File: src/rtl/main_control_fsm_if.sv
// Control/handshake bundle between the LEGv8 main control sequencer and its datapath.
// master = sequencer side, slave = datapath/memory side.
interface main_control_fsm_if;
    logic [10:0] opcode;
    logic        mem_ready;
    logic        zero;
    logic [1:0]  alu_op;
    logic        reg2loc;
    logic        alu_src;
    logic        mem_to_reg;
    logic        reg_write;
    logic        mem_read;
    logic        mem_write;
    logic        ir_write;
    logic        pc_write;
    logic        uncond_branch;
    logic        instr_done;
    logic        bus_error;
    logic        illegal_op;

    modport master (
        input  opcode, mem_ready, zero,
        output alu_op, reg2loc, alu_src, mem_to_reg, reg_write, mem_read, mem_write,
               ir_write, pc_write, uncond_branch, instr_done, bus_error, illegal_op
    );

    modport slave (
        output opcode, mem_ready, zero,
        input  alu_op, reg2loc, alu_src, mem_to_reg, reg_write, mem_read, mem_write,
               ir_write, pc_write, uncond_branch, instr_done, bus_error, illegal_op
    );
endinterface

File: src/rtl/main_control_fsm.sv
// Multi-cycle LEGv8 main control sequencer: fetch/decode/execute/memory/writeback with
// a memory-ready handshake and per-access timeout.
module main_control_fsm #(
    parameter int unsigned TIMEOUT = 16
) (
    input  logic              clk,
    input  logic              reset_n,
    main_control_fsm_if.master bus
);

    typedef enum logic [3:0] {
        StFetch,
        StDecode,
        StExecR,
        StExecI,
        StMemAddr,
        StMemRd,
        StMemWr,
        StWbAlu,
        StWbMem,
        StBranch
    } state_e;

    localparam logic [10:0] OpAdd  = 11'b10001011000;
    localparam logic [10:0] OpSub  = 11'b11001011000;
    localparam logic [10:0] OpAnd  = 11'b10001010000;
    localparam logic [10:0] OpOrr  = 11'b10101010000;
    localparam logic [10:0] OpLdur = 11'b11111000010;
    localparam logic [10:0] OpStur = 11'b11111000000;
    localparam logic [7:0]  TimeoutCnt = 8'(TIMEOUT);

    state_e      state_q, state_d;
    logic [7:0]  wait_q, wait_d;
    logic [10:0] op_q;

    logic dec_r, dec_addi, dec_mem, dec_branch, dec_legal;
    logic op_is_ldur, op_is_addi, op_is_cbz;
    logic wait_state, timeout;

    logic [1:0] alu_op;
    logic reg2loc, alu_src, mem_to_reg, reg_write, mem_read, mem_write;
    logic ir_write, pc_write, uncond_branch, instr_done, bus_error, illegal_op;

    always_comb begin
        dec_r      = (bus.opcode == OpAdd) || (bus.opcode == OpSub) ||
                     (bus.opcode == OpAnd) || (bus.opcode == OpOrr);
        dec_addi   = (bus.opcode[10:1] == 10'b1001000100);
        dec_mem    = (bus.opcode == OpLdur) || (bus.opcode == OpStur);
        dec_branch = (bus.opcode[10:3] == 8'b10110100) || (bus.opcode[10:5] == 6'b000101);
        dec_legal  = dec_r || dec_addi || dec_mem || dec_branch;

        op_is_ldur = (op_q == OpLdur);
        op_is_addi = (op_q[10:1] == 10'b1001000100);
        op_is_cbz  = (op_q[10:3] == 8'b10110100);
    end

    // wait_q counts cycles already spent without mem_ready; abort once TIMEOUT have elapsed.
    assign wait_state = (state_q == StFetch) || (state_q == StMemRd) || (state_q == StMemWr);
    assign timeout    = wait_state && !bus.mem_ready && (wait_q == TimeoutCnt);

    always_ff @(posedge clk or negedge reset_n) begin
        if (!reset_n) begin
            state_q <= StFetch;
            wait_q  <= '0;
            op_q    <= '0;
        end else begin
            state_q <= state_d;
            wait_q  <= wait_d;
            if (state_q == StDecode) begin
                op_q <= bus.opcode;
            end
        end
    end

    always_comb begin
        state_d = state_q;
        unique case (state_q)
            StFetch: begin
                if (bus.mem_ready) state_d = StDecode;
                else if (timeout)  state_d = StFetch;
            end
            StDecode: begin
                if (dec_r)           state_d = StExecR;
                else if (dec_addi)   state_d = StExecI;
                else if (dec_mem)    state_d = StMemAddr;
                else if (dec_branch) state_d = StBranch;
                else                 state_d = StFetch;
            end
            StExecR, StExecI: state_d = StWbAlu;
            StMemAddr:        state_d = op_is_ldur ? StMemRd : StMemWr;
            StMemRd: begin
                if (bus.mem_ready) state_d = StWbMem;
                else if (timeout)  state_d = StFetch;
            end
            StMemWr: begin
                if (bus.mem_ready || timeout) state_d = StFetch;
            end
            StWbAlu, StWbMem, StBranch: state_d = StFetch;
            default: state_d = StFetch;
        endcase

        // Any transition (including FETCH re-entry after timeout) restarts the count.
        if (wait_state && !bus.mem_ready && !timeout) begin
            wait_d = wait_q + 8'd1;
        end else begin
            wait_d = '0;
        end
    end

    always_comb begin
        alu_op        = 2'b00;
        reg2loc       = 1'b0;
        alu_src       = 1'b0;
        mem_to_reg    = 1'b0;
        reg_write     = 1'b0;
        mem_read      = 1'b0;
        mem_write     = 1'b0;
        ir_write      = 1'b0;
        pc_write      = 1'b0;
        uncond_branch = 1'b0;
        instr_done    = 1'b0;
        bus_error     = 1'b0;
        illegal_op    = 1'b0;
        if (reset_n) begin
            case (state_q)
                StFetch: begin
                    bus_error = timeout;
                    mem_read  = !timeout;
                    ir_write  = bus.mem_ready;
                    pc_write  = bus.mem_ready;
                end
                StDecode: illegal_op = !dec_legal;
                StExecR:  alu_op = 2'b10;
                StExecI: begin
                    alu_op  = 2'b10;
                    alu_src = 1'b1;
                end
                StWbAlu: begin
                    alu_op     = 2'b10;
                    alu_src    = op_is_addi;
                    reg_write  = 1'b1;
                    instr_done = 1'b1;
                end
                StMemAddr: begin
                    alu_src = 1'b1;
                    reg2loc = 1'b1;
                end
                StMemRd: begin
                    bus_error = timeout;
                    alu_src   = !timeout;
                    mem_read  = !timeout;
                end
                StMemWr: begin
                    bus_error  = timeout;
                    alu_src    = !timeout;
                    reg2loc    = !timeout;
                    mem_write  = !timeout;
                    instr_done = bus.mem_ready;
                end
                StWbMem: begin
                    reg_write  = 1'b1;
                    mem_to_reg = 1'b1;
                    instr_done = 1'b1;
                end
                StBranch: begin
                    instr_done = 1'b1;
                    if (op_is_cbz) begin
                        alu_op   = 2'b01;
                        reg2loc  = 1'b1;
                        pc_write = bus.zero;
                    end else begin
                        uncond_branch = 1'b1;
                        pc_write      = 1'b1;
                    end
                end
                default: ;
            endcase
        end
    end

    assign bus.alu_op        = alu_op;
    assign bus.reg2loc       = reg2loc;
    assign bus.alu_src       = alu_src;
    assign bus.mem_to_reg    = mem_to_reg;
    assign bus.reg_write     = reg_write;
    assign bus.mem_read      = mem_read;
    assign bus.mem_write     = mem_write;
    assign bus.ir_write      = ir_write;
    assign bus.pc_write      = pc_write;
    assign bus.uncond_branch = uncond_branch;
    assign bus.instr_done    = instr_done;
    assign bus.bus_error     = bus_error;
    assign bus.illegal_op    = illegal_op;

endmodule

File: src/flat_wrapper.sv
// flat-port wrapper written by rule: the top's interface ports become plain ports
module main_control_fsm_flat 
#(
    parameter int unsigned TIMEOUT = 16
)
  (clk, reset_n, bus_opcode, bus_mem_ready, bus_zero, bus_alu_op, bus_reg2loc, bus_alu_src, bus_mem_to_reg, bus_reg_write, bus_mem_read, bus_mem_write, bus_ir_write, bus_pc_write, bus_uncond_branch, bus_instr_done, bus_bus_error, bus_illegal_op);
  main_control_fsm_if bus_i ();
  input  logic clk;
  input  logic reset_n;
  input wire logic [$bits(bus_i.opcode)-1:0] bus_opcode;
  input wire logic [$bits(bus_i.mem_ready)-1:0] bus_mem_ready;
  input wire logic [$bits(bus_i.zero)-1:0] bus_zero;
  output wire logic [$bits(bus_i.alu_op)-1:0] bus_alu_op;
  output wire logic [$bits(bus_i.reg2loc)-1:0] bus_reg2loc;
  output wire logic [$bits(bus_i.alu_src)-1:0] bus_alu_src;
  output wire logic [$bits(bus_i.mem_to_reg)-1:0] bus_mem_to_reg;
  output wire logic [$bits(bus_i.reg_write)-1:0] bus_reg_write;
  output wire logic [$bits(bus_i.mem_read)-1:0] bus_mem_read;
  output wire logic [$bits(bus_i.mem_write)-1:0] bus_mem_write;
  output wire logic [$bits(bus_i.ir_write)-1:0] bus_ir_write;
  output wire logic [$bits(bus_i.pc_write)-1:0] bus_pc_write;
  output wire logic [$bits(bus_i.uncond_branch)-1:0] bus_uncond_branch;
  output wire logic [$bits(bus_i.instr_done)-1:0] bus_instr_done;
  output wire logic [$bits(bus_i.bus_error)-1:0] bus_bus_error;
  output wire logic [$bits(bus_i.illegal_op)-1:0] bus_illegal_op;
  assign bus_i.opcode = bus_opcode;
  assign bus_i.mem_ready = bus_mem_ready;
  assign bus_i.zero = bus_zero;
  assign bus_alu_op = bus_i.alu_op;
  assign bus_reg2loc = bus_i.reg2loc;
  assign bus_alu_src = bus_i.alu_src;
  assign bus_mem_to_reg = bus_i.mem_to_reg;
  assign bus_reg_write = bus_i.reg_write;
  assign bus_mem_read = bus_i.mem_read;
  assign bus_mem_write = bus_i.mem_write;
  assign bus_ir_write = bus_i.ir_write;
  assign bus_pc_write = bus_i.pc_write;
  assign bus_uncond_branch = bus_i.uncond_branch;
  assign bus_instr_done = bus_i.instr_done;
  assign bus_bus_error = bus_i.bus_error;
  assign bus_illegal_op = bus_i.illegal_op;
  main_control_fsm #(.TIMEOUT(TIMEOUT)) u_core (.clk(clk), .reset_n(reset_n), .bus(bus_i));
endmodule
File: config.mk
export PLATFORM = sky130hd
export DESIGN_NAME = main_control_fsm_flat
export DESIGN_NICKNAME = d
export VERILOG_FILES = /design/src/rtl/main_control_fsm_if.sv /design/src/rtl/main_control_fsm.sv /design/src/flat_wrapper.sv
export SDC_FILE = /design/constraint.sdc
export NUM_CORES = 1
export LEC_CHECK = 0
export BUFFER_PORTS_ARGS = -buffer_cell sky130_fd_sc_hd__buf_2
export CORE_MARGIN = 8
export CORE_UTILIZATION = 25
export CTS_BUF_LIST = sky130_fd_sc_hd__clkbuf_2 sky130_fd_sc_hd__clkbuf_4 sky130_fd_sc_hd__clkbuf_8
export CTS_CLUSTER_SIZE = 14
export DETAILED_ROUTE_END_ITERATION = 7
export SYNTH_ARGS = -nofsm -noshare
export SYNTH_HDL_FRONTEND = slang
export SYNTH_SLANG_ARGS = --single-unit
File: constraint.sdc
create_clock -name clk -period 1.65 [get_ports clk]
set_input_delay 0.0825 -clock clk [delete_from_list [all_inputs] [get_ports clk]]
set_output_delay 0.0825 -clock clk [all_outputs]
set_load 0.01 [all_outputs]
# Yosys cells after proc, flatten, opt, wreduce, memory -nomap -nowiden
# Cells that the tools add are included.
# totals
out_inout_bits,14
input_bits,15
register_bits,23
elab_cells,94
# classes
n_eq_ne,23
n_mux,41
addsub,1
reduce_logical,26
# ops
operator,n
$eq A11 B11 Y1 const B,7
$mux W4,8
$mux W1,24
$pmux W4 S6,1
$eq A10 B10 Y1 const B,2
$eq A4 B3 Y1 const B,4
$eq A8 B8 Y1 const B,2
$logic_or A1 B1 Y1,11
$reduce_or A2 Y1,5
$reduce_or A3 Y1,3
$add A8 B1 Y8 const B,1
$eq A4 B2 Y1 const B,2
$eq A4 B4 Y1 const B,2
$eq A8 B5 Y1 const B,1
$mux W8,1
$eq A6 B3 Y1 const B,1
$pmux W1 S3,2
$eq A4 B1 Y1 const B,1
$logic_not A4 Y1,1
$mux W2,2
$pmux W1 S2,2
$pmux W2 S2,1
$logic_and A1 B1 Y1,3
$logic_not A1 Y1,3
$ne A2 B2 Y1 const B,1

# Logic depth before layout (Yosys ltp)
# Gate-level depths: netlist (run 1).
# logic_depth
depth_word,10
ltp_mapped,6
ltp_nobuf,6

# Least setup slack after synthesis (run 1)
# Ideal clock, no wire load.
# synth_timing
kind,register -> register
startpoint,register u_core.wait_q[3]
endpoint,register u_core.state_q[1]
period_less_slack_ps,1532
t_arrival_ps,1399
slack_ps,118
stages_incl_launch_ff,5
t_required_ps,1516
setup_time_ps,134
cell_sequence,dfrtp_1 or3_1 or2_2 a32oi_1 nand3_1
# synth_between
elab_chain_cells,5
elab_cells_between_ends,8
cone_classes,eq/ne (2); mux (4); reduce/logical (2)
# synth_lines
element,line_no,source
"start, declared",main_control_fsm.sv:33,"logic [7:0] wait_q, wait_d;"
"start signal, assigned",main_control_fsm.sv:68,wait_q <= wait_d;
$eq A8 B5 Y1 *,main_control_fsm.sv:59,assign timeout = wait_state && !bus.mem_ready && (wait_q == TimeoutCnt);
$logic_and A1 B1 Y1 *,main_control_fsm.sv:59,
$mux W4,-,
$mux W4 (on tied branches),-,
$pmux W4 S6,-,
"end signal, assigned",main_control_fsm.sv:63,state_q <= StFetch;
"end signal, assigned",main_control_fsm.sv:67,state_q <= state_d;
"end, declared",main_control_fsm.sv:32,"state_e state_q, state_d;"
# Every way passes the cells marked *; elsewhere a longest branch is shown, timed or not.
# A chain may end at the register's enable or synchronous reset.

# Worst setup path after layout (run 1)
# layout_timing
startpoint,register u_core.state_q[1]
endpoint,output port bus_alu_src
# layout_between
elab_chain_cells,8
elab_cells_between_ends,15
cone_classes,eq/ne (5); mux (2); reduce/logical (8)
# layout_lines
element,line_no,source
$eq A4 B3 Y1 or $logic_not A4 Y1 (tied branches),"main_control_fsm.sv:58, main_control_fsm.sv:125",
$logic_or A1 B1 Y1 (2 in series),main_control_fsm.sv:58,assign wait_state = (state_q == StFetch) || (state_q == StMemRd) || (state_q == StMemWr);
$logic_and A1 B1 Y1 (2 in series),main_control_fsm.sv:59,
$logic_not A1 Y1,"main_control_fsm.sv:150, main_control_fsm.sv:155",
$pmux W1 S3 *,main_control_fsm.sv:125,case (state_q)
$mux W1 *,main_control_fsm.sv:124,if (reset_n) begin
"end, declared",flat_wrapper.sv:15,output wire logic [$bits(bus_i.alu_src)-1:0] bus_alu_src;
# Marked as above.

==> results of run 1 <==
[sequential cells by signal, summed over array words and instances, names as in the netlist]
register	flops
u_core.wait_q	8
u_core.op_q	11
u_core.state_q	4
[stage by stage]
step / cell area (µm²) / std cells / utilization, % / TNS, ns
after floorplan: 1450 / 149 / - / 0
after global placement: 1790 / 263 / 32.2 / 0
after detailed placement: 1790 / 263 / 32.2 / 0
after CTS: 1990 / 277 / 35.7 / -0.868
after global routing: 2120 / 282 / 38.1 / -1.82
final: 2120 / 282 / 38.1 / -1.07
[worst max-delay path, stage by stage, from the launching register on]
cell and delay [ns]:
dfrtp_2 0.48, o21ba_4 0.23, a2111o_1 0.38, o22ai_2 0.16
a21oi_1 0.10, buf_2 0.15
[synth_stat cells (2+ instances only)]
cell	number	area share, %
o21ai_0	3	1.0
nand2b_1	4	1.7
and3_1	2	0.86
nand2_1	8	2.1
nor2_1	16	4.1
and2_1	2	0.86
nand3_1	10	3.4
ha_1	2	1.7
xor2_1	6	3.6
a21oi_1	4	1.4
nand4_1	2	0.86
and4bb_2	2	1.7
nor2b_1	6	2.6
inv_1	5	1.3
nor3_1	2	0.69
nor4b_1	2	1.2
nor3b_1	2	1.0
or3b_2	3	1.8
buf_2	2	0.69
and3b_1	2	1.2
dfrtp_1	23	40
or2_2	2	0.86
xnor2_1	2	1.2
nor4_1	4	1.7
mux2_2	12	9.3
[kinds of logic after synthesis]
family / synth area share, %
AND/OR/NAND/NOR: 30.3
flip-flops: 39.6
AO/OA/AOI/OAI: 9.99
multiplexers: 9.99
buffers and inverters: 3.53
XOR/XNOR: 4.82
adder cells (fa/ha/maj): 1.72
[per-layer routing]
metal / track usage [%] / wire length [µm] / vias to the layer above
li1: - / - / 660
met1: 11.9 / 1820 / 644
met2: 13.7 / 1790 / 27
met3: 2.44 / 224 / 2
met4: 2.82 / 23 / 0
met5: 0 / 0 / -
[cell type report]
type                    count  area share [%]
clock buffers               4            2.30
inverters                   5           0.883
multi-input cells         116            45.2
flip-flops and latches     23            27.3
well taps                  72            4.24
repair buffers             62            20.0
[final timing paths]
check                                                endpoint  cells past startpoint  slack [ns]
worst min-delay path               u_core.op_q[2]$_DFFE_PN0P_                      2        0.06
min in group asynchronous          u_core.op_q[2]$_DFFE_PN0P_                      3        0.50
worst min register to register     u_core.op_q[0]$_DFFE_PN0P_                      1        0.51
max in group asynchronous       u_core.state_q[2]$_DFFE_PN0P_                      3        0.89
worst max register to register     u_core.wait_q[6]$_DFF_PN0_                      5        0.04
worst max-delay path                              bus_alu_src                      5       -0.19
[power by group through the flow]
stage               clock network, W  registers [W]  logic [W]
finish                      0.000361       0.000971    0.00166
global placement                   0       0.000939    0.00126
CTS                         0.000379       0.000951    0.00147
detailed placement                 0       0.000946    0.00126
floorplan                          0       0.000888   0.000878
global route                0.000399        0.00100    0.00182
[placed cells by master, fill, tap and decap left out, drive strengths merged, types with 3 or more instances in the layout]
cell type,n
a21oi,4
buf,61
clkbuf,4
dfrtp,23
inv,5
mux2,12
nand2,8
nand2b,5
nand3,10
nor2,16
nor2b,6
nor4,4
o21ai,3
or3b,3
xor2,6
[repair_timing]
action | in CTS | in global routing
hold endpoints to repair | 23 | 0
pin swaps | 7 | 11
cloned | 0 | 0
setup buffers | 9 | 6
hold buffers | 1 | 0
gates resized for setup | 22 | 22
endpoints found under the setup margin | 10 | 12
==> impl_metrics.py, run 1 <==
metrics = {
    "status": {
        "violations": "setup timing",
        "status": "finished with violations",
    },
    "global_routing": {
        "track_usage_pct": 8.97,
        "grt_pass1_vias": 1364,
        "grt_pass1_wl_um": 6370,
        "overflow": 0,
        "grt_max_degree": 24,
        "antenna_found_initial": 0,
    },
    "cts": {
        "clk_path_buf_depth": 2,
        "h-tree-depth": 1,
        "cts_tree": "built",
        "cts.sinks": 23,
        "worstSkewPairLatency_ns": 0.26,
        "clk_pin_slew_ns": 0.08,
        "cts_made_buffers": 3,
        "cts-root-buf": "clkbuf_8",
    },
    "yosys": {
        "synth_edf_count": 0,
        "ys_seq_elements": 23,
        "syn_area_mm2": 0.00145,
        "async_flop_share_pct": 100,
        "yosysWarnings": 0,
        "ys_types": 46,
        "synth_ff_type": "dfrtp_1",
        "synth_area_per_cell_um2": 9.75,
        "yosysSeqAreaShare_pct": 39.6,
        "synth_nets": 166,
        "synth_cells": 149,
    },
    "power_and_ir_drop": {
        "power_frac_comb_pct": 55.5,
        "pwr-share-seq_pct": 32.4,
        "worst_ir_drop_vdd_mv": 0.513,
        "power.leakage_nw": 0.961,
        "power.share.clock_pct": 12.1,
        "switching_share_pct": 35.9,
        "p_per_area_mw_per_mm2": 1410,
        "internal_power_w": 0.00192,
        "power.switching_w": 0.00107,
        "power.total_w": 0.00299,
    },
    "layout": {
        "syn2layout_area_growth_pct": 46.3,
        "fin_nets": 228,
        "multi_input_area_um2": 961,
        "n_antenna_cell": 0,
        "fillCellCount": 584,
        "drive_gt1_share_pct": 55.2,
        "regArea_um2": 581,
    },
    "sta": {
        "fin_crit_sh_pct": 112,
        "max_slew_margin_pct": 74.6,
        "setup_viol": 8,
        "tightest_slew_ns": 0.380,
        "hold_viol_final": 0,
        "fin_skew_ns": 0.00854,
        "finalCriticalPeriod_ns": 1.84,
        "fin_ws_ns": -0.193,
        "fmax_mhz": 543,
        "final-max-slew-violation-count": 0,
        "rsz0062_at_grt": "yes",
        "holdWs_ns": 0.0598,
    },
    "routing": {
        "drt-total-wl_um": 3860,
        "vias": 1333,
        "antenna_left": 0,
        "drt_first_pass_iters": 4,
        "wl_per_cell_um": 13.7,
        "drt_iter0_drc": 63,
        "drc": 0,
        "viasPerCell": 4.73,
    },
    "setup_path": {
        "crit_fanout": 5,
        "critPathLaunchType": "flop",
        "path_class": "reg -> out",
        "crit_path_end_kind": "primary output",
        "required_ns": 1.57,
        "arrival_ns": 1.76,
        "rr_startpoint": "u_core.state_q[1]$_DFFE_PN0P_",
        "worstSetupStartpoint": "u_core.state_q[1]$_DFFE_PN0P_",
    },
    "placed_design": {
        "pre_cts_slack_ns": 0.0230,
        "gp_congestion": 0.829,
        "hpwl_um": 2870,
        "numPortBuffers": 28,
    },
    "floorplanning": {
        "pin_count": 29,
        "initial_core_util_pct": 26.1,
        "core_area_mm2": 0.00557,
        "rows": 27,
        "fp.dieH_um": 92.2,
        "die_w_um": 92.2,
        "die-area_mm2": 0.00851,
    },
    "worst_hold_path": {
        "min-delay-start": "bus_opcode[2]",
        "worstHoldPathType": "in -> reg",
    },
    "run": {
        "cap_violations": 0,
    },
}
Note: power is estimated with default switching activity, not from simulation.
==> run 2, diff against run 1 <==
--- a/config.mk
+++ b/config.mk
@@ -7,7 +7,7 @@
 export LEC_CHECK = 0
 export BUFFER_PORTS_ARGS = -buffer_cell sky130_fd_sc_hd__buf_2
 export CORE_MARGIN = 8
-export CORE_UTILIZATION = 25
+export CORE_UTILIZATION = 35
 export CTS_BUF_LIST = sky130_fd_sc_hd__clkbuf_2 sky130_fd_sc_hd__clkbuf_4 sky130_fd_sc_hd__clkbuf_8
 export CTS_CLUSTER_SIZE = 14
 export DETAILED_ROUTE_END_ITERATION = 7
==> impl_metrics.py, run 2 (same netlist as run 1, synthesis figures left out) <==
metrics = {
    "status": {
        "status": "finished with violations",
        "violations": "setup timing",
    },
    "floorplanning": {
        "core_area_mm2": 0.00400,
        "pin_count": 29,
        "rows": 23,
        "fp.dieH_um": 80.4,
        "die_w_um": 80.4,
        "initial_core_util_pct": 36.3,
        "die-area_mm2": 0.00647,
    },
    "cts": {
        "cts_made_buffers": 3,
        "cts_tree": "built",
        "cts-root-buf": "clkbuf_8",
        "cts.sinks": 23,
        "h-tree-depth": 1,
        "worstSkewPairLatency_ns": 0.26,
        "clk_pin_slew_ns": 0.09,
        "clk_path_buf_depth": 2,
    },
    "global_routing": {
        "grt_pass1_vias": 1343,
        "antenna_found_initial": 0,
        "grt_max_degree": 17,
        "overflow": 0,
        "track_usage_pct": 11.8,
        "grt_pass1_wl_um": 6180,
    },
    "setup_path": {
        "critPathMaxStageDelay_ns": 0.48,
        "path_class": "reg -> out",
        "required_ns": 1.57,
        "worstSetupStartpoint": "u_core.state_q[2]$_DFFE_PN0P_",
        "reg2reg_slack_ns": 0.04,
        "rr_startpoint": "u_core.state_q[2]$_DFFE_PN0P_",
        "crit_fanout": 6,
        "crit_family": "compound AO/OA/AOI/OAI gates",
        "arrival_ns": 1.75,
        "crit_path_end_kind": "primary output",
        "crit_chain": "buf_6 > a2111o_1 > o22ai_2 > a21oi_2 > buf_2",
        "cp_num_buf_inv": 2,
        "crit_path_top_delay_cell": "a2111o_1",
        "critPathLaunchType": "flop",
    },
    "routing": {
        "drt_first_pass_iters": 4,
        "antenna_left": 0,
        "viasPerCell": 5.19,
        "vias": 1386,
        "drc": 0,
        "drt_iter0_drc": 56,
        "wl_per_cell_um": 15.1,
        "drt-total-wl_um": 4030,
    },
    "power_and_ir_drop": {
        "power.switching_w": 0.00113,
        "pwr-share-seq_pct": 30.6,
        "internal_power_w": 0.00203,
        "power.leakage_nw": 1.01,
        "power.total_w": 0.00316,
        "power_frac_comb_pct": 57.8,
        "worst_ir_drop_vdd_mv": 0.602,
        "switching_share_pct": 35.9,
        "p_per_area_mw_per_mm2": 1470,
        "power.share.clock_pct": 11.5,
    },
    "sta": {
        "fin_ws_ns": -0.183,
        "final-max-slew-violation-count": 0,
        "rsz0062_at_grt": "yes",
        "fin_skew_ns": 0.0123,
        "tightest_slew_ns": 0.431,
        "fin_crit_sh_pct": 111,
        "hold_viol_final": 0,
        "finalCriticalPeriod_ns": 1.83,
        "fmax_mhz": 546,
        "setup_viol": 8,
        "max_slew_margin_pct": 71.0,
    },
    "placed_design": {
        "pre_cts_slack_ns": 0.0231,
        "hpwl_um": 2860,
        "numPortBuffers": 28,
        "gp_congestion": 0.842,
        "placed_cells": 240,
    },
    "layout": {
        "syn2layout_area_growth_pct": 47.6,
        "top_register": "u_core.op_q",
        "reg.largest.list": "u_core.op_q: 11 flops, u_core.wait_q: 8 flops, u_core.state_q: 4 flops",
        "fillCellCount": 363,
        "final_cells": 267,
        "final_cell_mix": "buf_4, buf_2, dfrtp_1",
        "mostFrequentLayoutCell": "buf_4",
        "drive_gt1_share_pct": 52.5,
        "n_antenna_cell": 0,
        "fin_nets": 235,
        "largest_reg_flops": 11,
    },
    "worst_hold_path": {
        "min-delay-start": "bus_opcode[0]",
        "worstHoldPathType": "in -> reg",
    },
    "run": {
        "cap_violations": 0,
    },
}
run 2: cell count changes in the layout (fill, tap and decap cells not counted), sizes merged:
| cell | change |
|---|---|
| buf | +6 |
| dlygate4sd3 | +1 |
run 2: repair_timing:
action	in CTS	in global routing
resized for setup	15	23
pin swaps	6	8
hold buffers	2	0
endpoints found under the setup margin	10	11
setup buffers	4	17
hold endpoints to repair	7	0
run 2: metrics by stage:
step | utilization, % | instance area [µm²] | setup TNS (ns) | hold WS, ns
6_report | 53.6 | 2140 | -0.836 | 0.0648
5_1_grt | 53.6 | 2140 | -1.61 | 0.0602
4_1_cts | 47.8 | 1910 | -0.878 | 0.0669
3_5_place_dp | 43.9 | 1760 | 0 | -0.0135
3_3_place_gp | 43.9 | 1760 | 0 | -0.0253
2_1_floorplan | - | 1450 | 0 | -0.213
run 2: cell type report:
type | instances | area (µm²) | area share, %
Sequential cell | 23 | 578 | 27.0
Multi-Input combinational cell | 116 | 938 | 43.8
Clock buffer | 4 | 48.8 | 2.28
Tap cell | 50 | 62.6 | 2.92
Timing Repair Buffer | 69 | 498 | 23.2
Inverter | 5 | 18.8 | 0.875
run 2: power groups by stage:
stage	logic [W]	clock network [W]	registers, W
global route	0.00197	0.000398	0.000992
finish	0.00183	0.000364	0.000968
global placement	0.00123	0	0.000926
floorplan	0.000878	0	0.000888
CTS	0.00141	0.000373	0.000942
detailed placement	0.00126	0	0.000946
run 2: final timing paths:
check                                        endpoint  cells past startpoint
max in group asynchronous  u_core.op_q[8]$_DFFE_PN0P_                      3
min                        u_core.op_q[0]$_DFFE_PN0P_                      2
max                                       bus_alu_src                      5
max reg2reg                u_core.op_q[5]$_DFFE_PN0P_                      7
min in group asynchronous  u_core.op_q[5]$_DFFE_PN0P_                      3
min reg2reg                u_core.op_q[0]$_DFFE_PN0P_                      1
run 2: metal layers:
layer / GRT usage, % / vias up / share of wire, %
met5: 0 / - / 0
met4: 3.27 / 0 / 1.4
met3: 2.46 / 6 / 5.8
met2: 20.1 / 35 / 51
met1: 14.5 / 669 / 42
li1: - / 676 / -
==> run 3, diff against run 2 <==
--- a/config.mk
+++ b/config.mk
@@ -11,6 +11,7 @@
 export CTS_BUF_LIST = sky130_fd_sc_hd__clkbuf_2 sky130_fd_sc_hd__clkbuf_4 sky130_fd_sc_hd__clkbuf_8
 export CTS_CLUSTER_SIZE = 14
 export DETAILED_ROUTE_END_ITERATION = 7
+export SETUP_SLACK_MARGIN = 0.02
 export SYNTH_ARGS = -nofsm -noshare
 export SYNTH_HDL_FRONTEND = slang
 export SYNTH_SLANG_ARGS = --single-unit
==> impl_metrics.py, run 3 (same netlist as run 1, synthesis figures left out) <==
metrics = {
    "status": {
        "status": "finished with violations",
        "violations": "setup timing",
    },
    "global_routing": {
        "grt_pass1_wl_um": 6180,
        "grt_pass1_vias": 1343,
        "overflow": 0,
        "antenna_found_initial": 0,
        "track_usage_pct": 11.8,
        "grt_max_degree": 17,
    },
    "cts": {
        "clk_pin_slew_ns": 0.09,
        "cts_made_buffers": 3,
        "cts.sinks": 23,
        "cts_tree": "built",
        "worstSkewPairLatency_ns": 0.26,
        "cts-root-buf": "clkbuf_8",
        "h-tree-depth": 1,
        "clk_path_buf_depth": 2,
    },
    "setup_path": {
        "crit_fanout": 8,
        "arrival_ns": 1.76,
        "worstSetupStartpoint": "u_core.state_q[3]$_DFFE_PN0P_",
        "crit_path_end_kind": "primary output",
        "rr_startpoint": "u_core.state_q[2]$_DFFE_PN0P_",
        "rr_worst_depth": 7,
        "reg2reg_to": "u_core.op_q[5]$_DFFE_PN0P_",
        "reg2reg_slack_ns": 0.02,
        "required_ns": 1.57,
        "path_class": "reg -> out",
        "setup.worst_path.end": "bus_alu_src",
        "critPathLaunchType": "flop",
    },
    "routing": {
        "antenna_left": 0,
        "drt_iter0_drc": 67,
        "wl_per_cell_um": 15.5,
        "vias": 1394,
        "drt-total-wl_um": 4150,
        "drt_first_pass_iters": 4,
        "viasPerCell": 5.22,
        "drc": 0,
    },
    "layout": {
        "mostFrequentLayoutCell": "buf_4",
        "reg.largest.list": "u_core.op_q: 11 flops, u_core.wait_q: 8 flops, u_core.state_q: 4 flops",
        "fin_nets": 235,
        "largest_reg_flops": 11,
        "final_cells": 267,
        "n_antenna_cell": 0,
        "syn2layout_area_growth_pct": 48.1,
        "top_register": "u_core.op_q",
        "final_cell_mix": "buf_4, buf_2, dfrtp_1",
        "fillCellCount": 365,
        "drive_gt1_share_pct": 52.5,
    },
    "sta": {
        "fin_crit_sh_pct": 112,
        "setup_viol": 8,
        "final-max-slew-violation-count": 0,
        "fin_ws_ns": -0.191,
        "finalCriticalPeriod_ns": 1.84,
        "fmax_mhz": 543,
        "hold_viol_final": 0,
        "fin_skew_ns": 0.0130,
        "rsz0062_at_grt": "yes",
        "tightest_slew_ns": 0.431,
        "max_slew_margin_pct": 71.0,
    },
    "power_and_ir_drop": {
        "power_frac_comb_pct": 58.3,
        "worst_ir_drop_vdd_mv": 0.600,
        "power.switching_w": 0.00115,
        "pwr-share-seq_pct": 30.3,
        "power.share.clock_pct": 11.4,
        "p_per_area_mw_per_mm2": 1490,
        "power.leakage_nw": 1.02,
        "internal_power_w": 0.00204,
        "switching_share_pct": 36.0,
    },
    "worst_hold_path": {
        "worstHoldPathType": "in -> reg",
    },
    "placed_design": {
        "gp_congestion": 0.842,
        "placed_cells": 240,
        "hpwl_um": 2860,
        "numPortBuffers": 28,
        "pre_cts_slack_ns": 0.0231,
    },
    "floorplanning": {
        "core_area_mm2": 0.00400,
        "initial_core_util_pct": 36.3,
        "pin_count": 29,
        "die-area_mm2": 0.00647,
        "fp.dieH_um": 80.4,
        "die_w_um": 80.4,
        "rows": 23,
    },
    "run": {
        "cap_violations": 0,
    },
}
-- run 3: power by group through the flow --
stage	logic [W]	clock network, W	registers (W)
2_1_floorplan	0.000878	0	0.000888
4_1_cts	0.00141	0.000373	0.000942
3_5_place_dp	0.00126	0	0.000946
6_report	0.00186	0.000365	0.000969
5_1_grt	0.00201	0.000398	0.000991
3_3_place_gp	0.00123	0	0.000926
-- run 3: worst min path at each step --
stage | from | to | slack [ns] | cells after the start
floorplan | reset_n | u_core.op_q[0]$_DFFE_PN0P_ | -0.21 | 0
global placement | reset_n | u_core.op_q[0]$_DFFE_PN0P_ | -0.03 | 1
detailed placement | reset_n | u_core.op_q[1]$_DFFE_PN0P_ | -0.01 | 1
CTS | bus_opcode[2] | u_core.op_q[2]$_DFFE_PN0P_ | 0.07 | 2
global route | bus_opcode[0] | u_core.op_q[0]$_DFFE_PN0P_ | 0.06 | 2
finish | bus_opcode[2] | u_core.op_q[2]$_DFFE_PN0P_ | 0.06 | 2
-- run 3: through the flow --
stage          TNS (ns)  total power, W  instance area [µm²]  hold WS [ns]  util [%]
2_1_floorplan         0         0.00177                 1450        -0.213         -
3_3_place_gp          0         0.00216                 1760       -0.0253      43.9
3_5_place_dp          0         0.00221                 1760       -0.0135      43.9
4_1_cts          -0.878         0.00273                 1910        0.0669      47.8
5_1_grt           -1.62         0.00340                 2150        0.0602      53.8
6_report         -0.888         0.00320                 2150        0.0641      53.8
-- run 3: area by class of cell --
class	count	area (µm²)	area share, %
sequential	23	578	26.9
inverter	5	18.8	0.872
tap	50	62.6	2.91
clock buffer	4	48.8	2.27
multi-input combinational	116	946	44.0
timing repair buffer	69	498	23.1
-- run 3: timing repair --
item / in CTS / in global routing
pin swaps: 6 / 8
endpoints found under the hold margin: 7 / 0
buffers inserted: 4 / 17
hold buffers: 2 / 0
setup endpoints to repair: 10 / 16
gates resized for setup: 15 / 25
-- run 3: routing by layer --
layer	global-route usage (%)	vias to the layer above	wire (µm)
met5	0	-	0
met4	3.27	0	31
met3	2.46	4	218
met2	20.1	30	2160
met1	14.5	684	1740
li1	-	676	-
-- run 3: worst max-delay path, cell delays in order (launching register included) --
cell and delay [ns]:
dfrtp_1 0.53, nor2_2 0.10, buf_4 0.15, a41o_1 0.20
a31oi_1 0.30, a21oi_2 0.09, buf_2 0.15
